$ cat config.mk
export PLATFORM = sky130hd
export DESIGN_NAME = serial_slave_rx_port_p_flat
export DESIGN_NICKNAME = d
export VERILOG_FILES = /design/src/rtl/serial_bus_pkg.sv /design/src/rtl/serial_slave_rx_port_p_if.sv /design/src/rtl/serial_shift_in.sv /design/src/rtl/serial_slave_rx_port_p.sv /design/src/flat_wrapper.sv
export SDC_FILE = /design/constraint.sdc
export NUM_CORES = 1
export LEC_CHECK = 0
export CAP_MARGIN = 20
export CELL_PAD_IN_SITES_DETAIL_PLACEMENT = 0
export CELL_PAD_IN_SITES_GLOBAL_PLACEMENT = 1
export CORE_ASPECT_RATIO = 0.6
export CORE_MARGIN = 2
export CORE_UTILIZATION = 40
export CTS_CLUSTER_SIZE = 10
export DETAILED_ROUTE_END_ITERATION = 6
export PLACE_DENSITY_LB_ADDON = 0.1
export SLEW_MARGIN = 25
export SYNTH_ARGS = -nofsm -noshare
export SYNTH_HDL_FRONTEND = slang
export SYNTH_SLANG_ARGS = --single-unit
$ cat constraint.sdc
create_clock -name clk -period 7.75 [get_ports clk]
set_input_delay 1.55 -clock clk [delete_from_list [all_inputs] [get_ports clk]]
set_output_delay 1.55 -clock clk [all_outputs]
set_load 0.05 [all_outputs]
$ cat src/rtl/serial_bus_pkg.sv
// Shared types for the serial slave receive port: FSM states, the latched
// command, and the frame-length helper used to pick which shifter ends a write.
package serial_bus_pkg;

    typedef enum logic [2:0] {
        IDLE,
        SHIFT,
        DSHIFT,
        WR_WAIT,
        RD_WAIT,
        GAP
    } state_e;

    typedef enum logic {
        CMD_RD,
        CMD_WR
    } cmd_e;

    // A write frame carries address and data side by side, so it lasts as long
    // as the wider of the two fields.
    function automatic int max_frame_len(input int addr_w, input int data_w);
        return (addr_w > data_w) ? addr_w : data_w;
    endfunction

endpackage

$ cat src/rtl/serial_slave_rx_port_p_if.sv
// Bus bundle between a serial master and the slave receive port.
interface serial_slave_rx_port_p_if #(
    parameter int ADDR_W = 12,
    parameter int DATA_W = 8,
    parameter int LEN_W  = 12
);
    logic              m_valid;
    logic              s_ready;
    logic              read_enable;
    logic              write_enable;
    logic [LEN_W-1:0]  burst_len;
    logic              rx_address;
    logic              rx_data;
    logic              m_ready;
    logic [ADDR_W-1:0] addr_out;
    logic [DATA_W-1:0] data_out;
    logic              wr_strobe;
    logic              rd_strobe;
    logic [LEN_W-1:0]  beat_cnt;
    logic              busy;
    logic              err;

    modport master (
        output m_valid, read_enable, write_enable, burst_len,
               rx_address, rx_data, m_ready,
        input  s_ready, addr_out, data_out, wr_strobe, rd_strobe,
               beat_cnt, busy, err
    );

    modport slave (
        input  m_valid, read_enable, write_enable, burst_len,
               rx_address, rx_data, m_ready,
        output s_ready, addr_out, data_out, wr_strobe, rd_strobe,
               beat_cnt, busy, err
    );
endinterface

$ cat src/rtl/serial_shift_in.sv
// LSB-first deserialiser. start_i samples bit 0; the following WIDTH-1 cycles
// sample the remaining bits. value_o already includes the bit being sampled,
// so the consumer can capture the full word on the same edge done_o is high.
module serial_shift_in #(
    parameter int WIDTH = 8
) (
    input  logic             clk,
    input  logic             reset,
    input  logic             start_i,
    input  logic             bit_i,
    output logic [WIDTH-1:0] value_o,
    output logic             done_o
);
    localparam int CW = $clog2(WIDTH) + 1;

    logic [WIDTH-1:0] shift_q, shift_d;
    logic [CW-1:0]    cnt_q, cnt_d, idx;
    logic             run_q, run_d, active;

    // Bit index and next shift contents; a start always restarts at index 0.
    always_comb begin
        active  = start_i || run_q;
        idx     = start_i ? '0 : cnt_q;
        done_o  = active && (idx == CW'(WIDTH - 1));
        shift_d = active ? WIDTH'({bit_i, shift_q} >> 1) : shift_q;
        run_d   = done_o ? 1'b0 : active;
        cnt_d   = done_o ? '0 : (active ? idx + 1'b1 : cnt_q);
        value_o = shift_d;
    end

    // Shift register and bit counter; the word is held once complete.
    always_ff @(posedge clk or posedge reset) begin
        if (reset) begin
            shift_q <= '0;
            cnt_q   <= '0;
            run_q   <= 1'b0;
        end else begin
            shift_q <= shift_d;
            cnt_q   <= cnt_d;
            run_q   <= run_d;
        end
    end
endmodule

$ cat src/rtl/serial_slave_rx_port_p.sv
// Serial slave receive port: deserialises address/data frames after a
// valid/ready handshake and issues registered read/write beat strobes,
// with incrementing bursts, read back-pressure and a post-write gap.
import serial_bus_pkg::*;

module serial_slave_rx_port_p #(
    parameter int ADDR_W     = 12,
    parameter int DATA_W     = 8,
    parameter int LEN_W      = 12,
    parameter int GAP_CYCLES = 3
) (
    input logic               clk,
    input logic               reset,
    serial_slave_rx_port_p_if.slave bus
);
    localparam int     WR_FRAME = max_frame_len(ADDR_W, DATA_W);
    localparam int     GW       = (GAP_CYCLES > 1) ? $clog2(GAP_CYCLES) : 1;
    localparam int     GAP_LAST = (GAP_CYCLES > 0) ? GAP_CYCLES - 1 : 0;
    // A finished write burst skips the gap entirely when no gap is configured.
    localparam state_e WR_END   = (GAP_CYCLES == 0) ? IDLE : GAP;

    state_e            state_q;
    cmd_e              cmd_q;
    logic [LEN_W-1:0]  len_q;
    logic [LEN_W-1:0]  beat_cnt_q;
    logic [ADDR_W-1:0] addr_out_q;
    logic [DATA_W-1:0] data_out_q;
    logic [GW-1:0]     gap_cnt_q;
    logic              wr_strobe_q, rd_strobe_q, err_q;

    logic              s_ready, hs, cmd_ok;
    logic              addr_start, data_start;
    logic              addr_done, data_done, shift_done;
    logic [ADDR_W-1:0] addr_hold;
    logic [DATA_W-1:0] data_hold;
    logic [LEN_W-1:0]  beat_next;

    assign s_ready    = (state_q == IDLE) || (state_q == WR_WAIT);
    assign hs         = bus.m_valid && s_ready;
    assign cmd_ok     = bus.read_enable ^ bus.write_enable;
    assign addr_start = (state_q == IDLE) && hs && cmd_ok;
    assign data_start = (addr_start && bus.write_enable) ||
                        ((state_q == WR_WAIT) && hs);
    // The first-beat frame ends on the longer field for writes, the address for reads.
    assign shift_done = (cmd_q == CMD_WR) ? ((WR_FRAME == ADDR_W) ? addr_done : data_done)
                                          : addr_done;
    assign beat_next  = beat_cnt_q + 1'b1;

    serial_shift_in #(.WIDTH(ADDR_W)) u_addr_shift (
        .clk     (clk),
        .reset   (reset),
        .start_i (addr_start),
        .bit_i   (bus.rx_address),
        .value_o (addr_hold),
        .done_o  (addr_done)
    );

    serial_shift_in #(.WIDTH(DATA_W)) u_data_shift (
        .clk     (clk),
        .reset   (reset),
        .start_i (data_start),
        .bit_i   (bus.rx_data),
        .value_o (data_hold),
        .done_o  (data_done)
    );

    // Control FSM with registered beat outputs; strobes and err are single-cycle.
    always_ff @(posedge clk or posedge reset) begin
        if (reset) begin
            state_q     <= IDLE;
            cmd_q       <= CMD_RD;
            len_q       <= '0;
            beat_cnt_q  <= '0;
            addr_out_q  <= '0;
            data_out_q  <= '0;
            gap_cnt_q   <= '0;
            wr_strobe_q <= 1'b0;
            rd_strobe_q <= 1'b0;
            err_q       <= 1'b0;
        end else begin
            wr_strobe_q <= 1'b0;
            rd_strobe_q <= 1'b0;
            err_q       <= 1'b0;
            case (state_q)
                IDLE: begin
                    if (hs) begin
                        if (cmd_ok) begin
                            cmd_q      <= bus.write_enable ? CMD_WR : CMD_RD;
                            len_q      <= bus.burst_len;
                            beat_cnt_q <= '0;
                            state_q    <= SHIFT;
                        end else begin
                            err_q <= 1'b1;
                        end
                    end
                end
                SHIFT: begin
                    if (shift_done) begin
                        addr_out_q <= addr_hold;
                        beat_cnt_q <= '0;
                        gap_cnt_q  <= '0;
                        if (cmd_q == CMD_WR) begin
                            data_out_q  <= data_hold;
                            wr_strobe_q <= 1'b1;
                            state_q     <= (len_q == '0) ? WR_END : WR_WAIT;
                        end else begin
                            rd_strobe_q <= 1'b1;
                            state_q     <= (len_q == '0) ? IDLE : RD_WAIT;
                        end
                    end
                end
                WR_WAIT: begin
                    if (hs) begin
                        state_q <= DSHIFT;
                    end
                end
                DSHIFT: begin
                    if (data_done) begin
                        data_out_q  <= data_hold;
                        addr_out_q  <= addr_out_q + 1'b1;
                        beat_cnt_q  <= beat_next;
                        wr_strobe_q <= 1'b1;
                        gap_cnt_q   <= '0;
                        state_q     <= (beat_next == len_q) ? WR_END : WR_WAIT;
                    end
                end
                RD_WAIT: begin
                    if (bus.m_ready) begin
                        addr_out_q  <= addr_out_q + 1'b1;
                        beat_cnt_q  <= beat_next;
                        rd_strobe_q <= 1'b1;
                        if (beat_next == len_q) begin
                            state_q <= IDLE;
                        end
                    end
                end
                GAP: begin
                    if (gap_cnt_q == GW'(GAP_LAST)) begin
                        state_q <= IDLE;
                    end else begin
                        gap_cnt_q <= gap_cnt_q + 1'b1;
                    end
                end
                default: state_q <= IDLE;
            endcase
        end
    end

    assign bus.s_ready   = s_ready;
    assign bus.addr_out  = addr_out_q;
    assign bus.data_out  = data_out_q;
    assign bus.wr_strobe = wr_strobe_q;
    assign bus.rd_strobe = rd_strobe_q;
    assign bus.beat_cnt  = beat_cnt_q;
    assign bus.busy      = (state_q != IDLE);
    assign bus.err       = err_q;
endmodule

$ cat src/flat_wrapper.sv
// flat-port wrapper written by rule: the top's interface ports become plain ports
module serial_slave_rx_port_p_flat 
#(
    parameter int ADDR_W     = 12,
    parameter int DATA_W     = 8,
    parameter int LEN_W      = 12,
    parameter int GAP_CYCLES = 3
)
  (clk, reset, bus_m_valid, bus_read_enable, bus_write_enable, bus_burst_len, bus_rx_address, bus_rx_data, bus_m_ready, bus_s_ready, bus_addr_out, bus_data_out, bus_wr_strobe, bus_rd_strobe, bus_beat_cnt, bus_busy, bus_err);
  serial_slave_rx_port_p_if #(.ADDR_W(ADDR_W), .DATA_W(DATA_W), .LEN_W(LEN_W)) bus_i ();
  input logic clk;
  input logic reset;
  input wire logic [$bits(bus_i.m_valid)-1:0] bus_m_valid;
  input wire logic [$bits(bus_i.read_enable)-1:0] bus_read_enable;
  input wire logic [$bits(bus_i.write_enable)-1:0] bus_write_enable;
  input wire logic [$bits(bus_i.burst_len)-1:0] bus_burst_len;
  input wire logic [$bits(bus_i.rx_address)-1:0] bus_rx_address;
  input wire logic [$bits(bus_i.rx_data)-1:0] bus_rx_data;
  input wire logic [$bits(bus_i.m_ready)-1:0] bus_m_ready;
  output wire logic [$bits(bus_i.s_ready)-1:0] bus_s_ready;
  output wire logic [$bits(bus_i.addr_out)-1:0] bus_addr_out;
  output wire logic [$bits(bus_i.data_out)-1:0] bus_data_out;
  output wire logic [$bits(bus_i.wr_strobe)-1:0] bus_wr_strobe;
  output wire logic [$bits(bus_i.rd_strobe)-1:0] bus_rd_strobe;
  output wire logic [$bits(bus_i.beat_cnt)-1:0] bus_beat_cnt;
  output wire logic [$bits(bus_i.busy)-1:0] bus_busy;
  output wire logic [$bits(bus_i.err)-1:0] bus_err;
  assign bus_i.m_valid = bus_m_valid;
  assign bus_i.read_enable = bus_read_enable;
  assign bus_i.write_enable = bus_write_enable;
  assign bus_i.burst_len = bus_burst_len;
  assign bus_i.rx_address = bus_rx_address;
  assign bus_i.rx_data = bus_rx_data;
  assign bus_i.m_ready = bus_m_ready;
  assign bus_s_ready = bus_i.s_ready;
  assign bus_addr_out = bus_i.addr_out;
  assign bus_data_out = bus_i.data_out;
  assign bus_wr_strobe = bus_i.wr_strobe;
  assign bus_rd_strobe = bus_i.rd_strobe;
  assign bus_beat_cnt = bus_i.beat_cnt;
  assign bus_busy = bus_i.busy;
  assign bus_err = bus_i.err;
  serial_slave_rx_port_p #(.ADDR_W(ADDR_W), .DATA_W(DATA_W), .LEN_W(LEN_W), .GAP_CYCLES(GAP_CYCLES)) u_core (.clk(clk), .reset(reset), .bus(bus_i));
endmodule
Word level (Yosys, flattened, before mapping)
Cells that the tools add are included.
Operators by class
  add/subtract/negate cells: 5
  eq/ne operators: 19
  mux-type cells: 53
  bitwise logic cells: 1
  reduce and logical (&&, ||, !) cells: 26
Operators with widths (number)
  $mux 12: 9
  $pmux 12 s4: 1
  $mux 3: 12
  $pmux 12 s3: 1
  $mux 8: 4
  $add 12x1->12 const B: 2
  $pmux 3 s6: 1
  $ne 2x1->1 const B: 8
  $pmux 8 s2: 1
  $mux 5: 3
  $eq 12x12->1: 1
  $logic_not 12->1: 1
  $mux 1: 12
  $mux 4: 3
  $reduce_and 4->1: 3
  $reduce_bool 3->1: 3
  $reduce_and 8->1: 1
  $logic_and 1x1->1: 7
  $eq 3x2->1 const B: 2
  $eq 3x3->1 const B: 2
  $mux 2: 3
  $pmux 2 s3: 1
  $reduce_and 6->1: 1
  $reduce_bool 2->1: 3
  other kinds (14): 19
Storage, ports and cells
  register bits after elaboration: 84
  logic and storage cells: 120

Logic depth before layout (Yosys ltp)
  word-level depth: 12
  mapped depth: 12

Cells and area by module
From an unflattened synthesis, not the netlist that was laid out.
Unflattened totals
  cells, all modules: 462
  area, all modules: 4500.6 um^2
Modules (own cells, without submodules)
  serial_slave_rx_port_p: instances 1, cells each 353, area each 3078.0 um^2, seq. area each 1326.3 um^2
  serial_shift_in at u_core.u_addr_shift: instances 1, cells each 64, area each 867.1 um^2, seq. area each 450.4 um^2
  serial_shift_in at u_core.u_data_shift: instances 1, cells each 45, area each 555.5 um^2, seq. area each 325.3 um^2

Worst setup path after synthesis
OpenSTA, ideal clock, no wires.
  path type: input -> register
  start: in bus_write_enable
  end: reg u_core.addr_out_q[4] (netlist: u_core.bus.addr_out[4])
  setup time: 122 ps
  arrival time: 3547 ps
  data required time: 7628 ps
  path slack: 4081 ps
  stages: 11
  path buffers: 1
  cells stage by stage: xor2_1 > nand2_1 > and2_1 > ha_1 > and4bb_2 > a21oi_1 > o21a_1 > o21bai_2 > buf_2 > a21oi_1 > o22a_1
On the way
  cells in the longest elaborated chain, start to end: 9
  elaborated cells between the ends (all ways): 18
  those cells by class: eq/ne (4); mux (5); bitwise (1); reduce/logical (8)
RTL lines
  start: declaration: RTL line flat_wrapper.sv:15  | input wire logic [$bits(bus_i.write_enable)-1:0] bus_write_enable;
  $xor 1x1->1: RTL line serial_slave_rx_port_p.sv:40  | assign cmd_ok = bus.read_enable ^ bus.write_enable;
  $logic_and 1x1->1: RTL line serial_slave_rx_port_p.sv:41  | assign addr_start = (state_q == IDLE) && hs && cmd_ok;
  $logic_and 1x1->1: RTL line serial_slave_rx_port_p.sv:42  | assign data_start = (addr_start && bus.write_enable) ||
  $logic_or 1x1->1: RTL line serial_slave_rx_port_p.sv:42
  $mux 4: RTL line serial_shift_in.sv:23  | idx = start_i ? '0 : cnt_q;
  $eq 4x3->1: RTL line serial_shift_in.sv:24  | done_o = active && (idx == CW'(WIDTH - 1));
  $logic_and 1x1->1: RTL line serial_shift_in.sv:24
  $ne 2x1->1 (no line)
  $reduce_and 4->1 (no line)
  end signal: assignment: RTL line serial_slave_rx_port_p.sv:99  | addr_out_q <= addr_hold;
  end signal: assignment: RTL line serial_slave_rx_port_p.sv:120  | addr_out_q <= addr_out_q + 1'b1;
  end signal: assignment: RTL line serial_slave_rx_port_p.sv:129  | addr_out_q <= addr_out_q + 1'b1;
  end: declaration: RTL line serial_slave_rx_port_p.sv:26  | logic [ADDR_W-1:0] addr_out_q;
Several ways; a longest one is shown, not always the timed one. The select of a mux whose other input is x is not followed.
A chain may end at the register's enable or synchronous reset.

Worst setup path after layout
  start: in bus_write_enable
  end: reg u_core.addr_out_q[0] (netlist: u_core.bus.addr_out[0])
The elaborated chain is that of the path after synthesis.

==> results.json <==
{
  "avgSynthCellArea_sq_um": 9.63,
  "clockPowerShare_pct": 19.8,
  "swShare_pct": 42.3,
  "wirelength_um": 10900,
  "portBuffers": 56,
  "required_ns": 7.97,
  "ant_nets": 0,
  "startpoint_type": "input port",
  "synth-edff-count": 0,
  "intPower_uw": 1390,
  "utilization_pct": 49.2,
  "clk_latency_ns": 0.33,
  "cts_tree": "done",
  "yosys_register_bits": 84,
  "vdd_drop_max_v": 0.000142,
  "pin_count": 57,
  "path_clk_slew_ns": 0.06,
  "setup_tns_ns": 0,
  "dp_hpwl_um": 7500,
  "postCtsSetupRepairBufs": 0,
  "htreeDepth": 3,
  "crit_arrival_ns": 4.71,
  "synth_cell_type_count": 68,
  "grt_antenna_before_repair": 0,
  "cts_made_buffers": 9,
  "finClkSkew_ns": 0.00677,
  "drc": 0,
  "dr.pass1.iters": 4,
  "crit_path_end_kind": "register",
  "seq_area_sq_um": 2100,
  "p_sw_uw": 1020,
  "fp.dieW_um": 141,
  "areaGrowthSynthToFinish_pct": 21.3,
  "grt_overflow_total": 0,
  "n_fill_cell": 1049,
  "ys_seq_area_share_pct": 46.4,
  "dieArea_sq_um": 12200,
  "synth_top_area_cell": "dfrtp_1",
  "period_share_pct": 58.0,
  "layout_common_cells": "dfrtp_1, nand2_1, clkdlybuf4s50_1",
  "min_path_cells": 1,
  "path_class": "in -> reg",
  "power_per_cell_area_nw_per_um2": 438,
  "syn_nets": 497,
  "die_y_um": 86.5,
  "netlist_area_sq_um": 4530,
  "multi_input_area_sq_um": 2260,
  "cts-resized-gates": 0,
  "cts-root-buf": "clkbuf_16",
  "yosys.area.top_type_share_pct": 46.4,
  "grt_pass1_wl_um": 17800,
  "layout_commonest_cell": "dfrtp_1",
  "ys.warnings.count": 0,
  "grt_usage_pct": 18.6,
  "drv_slew": 0,
  "synth_area_leaders": "dfrtp_1, mux2_2, nand2_1",
  "via_per_inst": 5.47,
  "drt-wirelength-per-cell_um": 16.4,
  "min-delay-path-class": "reg -> reg",
  "maxCapViolCount": 0,
  "n_antenna_cell": 0,
  "grt_pass1_vias": 3341,
  "place_inst": 645,
  "drive_above_1_share_pct": 12.5,
  "whs_ns": 0.505,
  "start_util_pct": 40.5,
  "syn_inst": 471,
  "drt_iter0_drc": 221,
  "synth_flop_cell": "dfrtp_1",
  "vias": 3620,
  "rows": 30,
  "fin_nets": 539,
  "pwr-share-seq_pct": 34.1,
  "setup_viol": 0,
  "clock_sinks": 84,
  "r2r_cells": 10,
  "min_period_ns": 4.49,
  "hold_violations": 0,
  "fmax_mhz": 223,
  "worst_pin_slew_ns": 0.944,
  "instances_no_fill": 662,
  "rsz0062_at_grt": "false",
  "globalplace.congestion": 0.801,
  "synthArstFlopShare_pct": 100,
  "outcome": "complete, no violations",
  "placeableCoreArea_sq_um": 11200,
  "slew_headroom_pct": 37.1,
  "cp_max_fo": 25,
  "ctsHoldBuffers": 0,
  "grt_max_degree": 85,
  "clockBufferDepth": 2,
  "leakage_uw": 0.00226,
  "pwr-share-comb_pct": 46.2
}
## through the flow
step           cell area, sq um  setup WS (ns)  total power (uW)
2_1_floorplan              4530           4.03              1640
3_3_place_gp               5150           2.73              1920
3_5_place_dp               5150           2.64              1940
4_1_cts                    5490           3.00              2420
5_1_grt                    5500           3.00              2580
6_report                   5500           3.26              2410
## synth_stat cells (all sizes together), types with 8 or more instances
| library cell | n |
|---|---|
| nand3 | 15 |
| o22a | 8 |
| mux2 | 31 |
| a21oi | 27 |
| buf | 15 |
| nand2 | 65 |
| o21ai | 34 |
| clkbuf | 12 |
| inv | 11 |
| and2 | 9 |
| dfrtp | 84 |
| nor2 | 35 |
| nor3 | 11 |
## sequential cells by signal (all words and copies together), names as in the netlist, 2 cells and up
signal                       flops
u_core.len_q                    12
u_core.gap_cnt_q                 2
u_core.bus.beat_cnt             12
u_core.u_data_shift.cnt_q        4
u_core.u_addr_shift.cnt_q        5
u_core.state_q                   3
u_core.u_addr_shift.shift_q     12
u_core.bus.addr_out             12
u_core.bus.data_out              8
u_core.u_data_shift.shift_q      8
## final cells by class
class | instances | share of cell area, %
well taps | 144 | 3.27
inverters | 11 | 0.773
flip-flops and latches | 84 | 38.2
multi-input cells | 349 | 41.1
clock inverters | 6 | 1.73
repair buffers | 58 | 10.5
clock buffers | 10 | 4.34
## critical path: stages
cell and delay [ns]:
clkdlybuf4s50_1 0.53, xor2_1 0.27, nand2_1 0.41, and2_1 0.32, ha_1 0.23, and4bb_2 0.27, a21oi_1 0.16, o21a_1 0.22
o21bai_4 0.32, nor3_1 0.10, a211o_1 0.30
## worst paths after layout
check	slack [ns]	startpoint	endpoint
worst max-delay path	3.26	bus_write_enable	u_core.bus.addr_out[0]$_DFFE_PP0P_
worst min-delay path	0.51	u_core.bus.data_out[1]$_DFFE_PP0P_	u_core.bus.data_out[1]$_DFFE_PP0P_
worst max register to register	4.26	u_core.state_q[0]$_DFFE_PP0P_	u_core.bus.addr_out[0]$_DFFE_PP0P_
worst min register to register	0.51	u_core.bus.data_out[1]$_DFFE_PP0P_	u_core.bus.data_out[1]$_DFFE_PP0P_
max in group asynchronous	5.46	reset	u_core.u_addr_shift.shift_q[10]$_DFF_PP0_
min in group asynchronous	1.73	reset	u_core.bus.data_out[7]$_DFFE_PP0P_
## kinds of logic after synthesis
| logic type | share of synthesized area, % |
|---|---|
| compound gates | 17.2 |
| xor+xnor | 2.32 |
| fa+ha+maj | 1.66 |
| buf+inv | 3.89 |
| flops | 46.4 |
| mux | 8.47 |
| simple gates | 20.1 |
## power by group through the flow
stage	sequential (uW)	combinational, uW	clock (uW)
CTS	821	1110	489
floorplan	961	678	0
global route	853	1210	510
global placement	824	1100	0
detailed placement	829	1110	0
finish	821	1110	477
## routing by layer
layer,vias to the layer above,GRT usage [%],wire length [um]
li1,1790,-,-
met1,1760,28.6,5990
met2,61,26.4,4420
met3,9,4.14,369
met4,0,4.55,87
met5,-,0,0
Note: power is estimated with default switching activity, not from simulation.
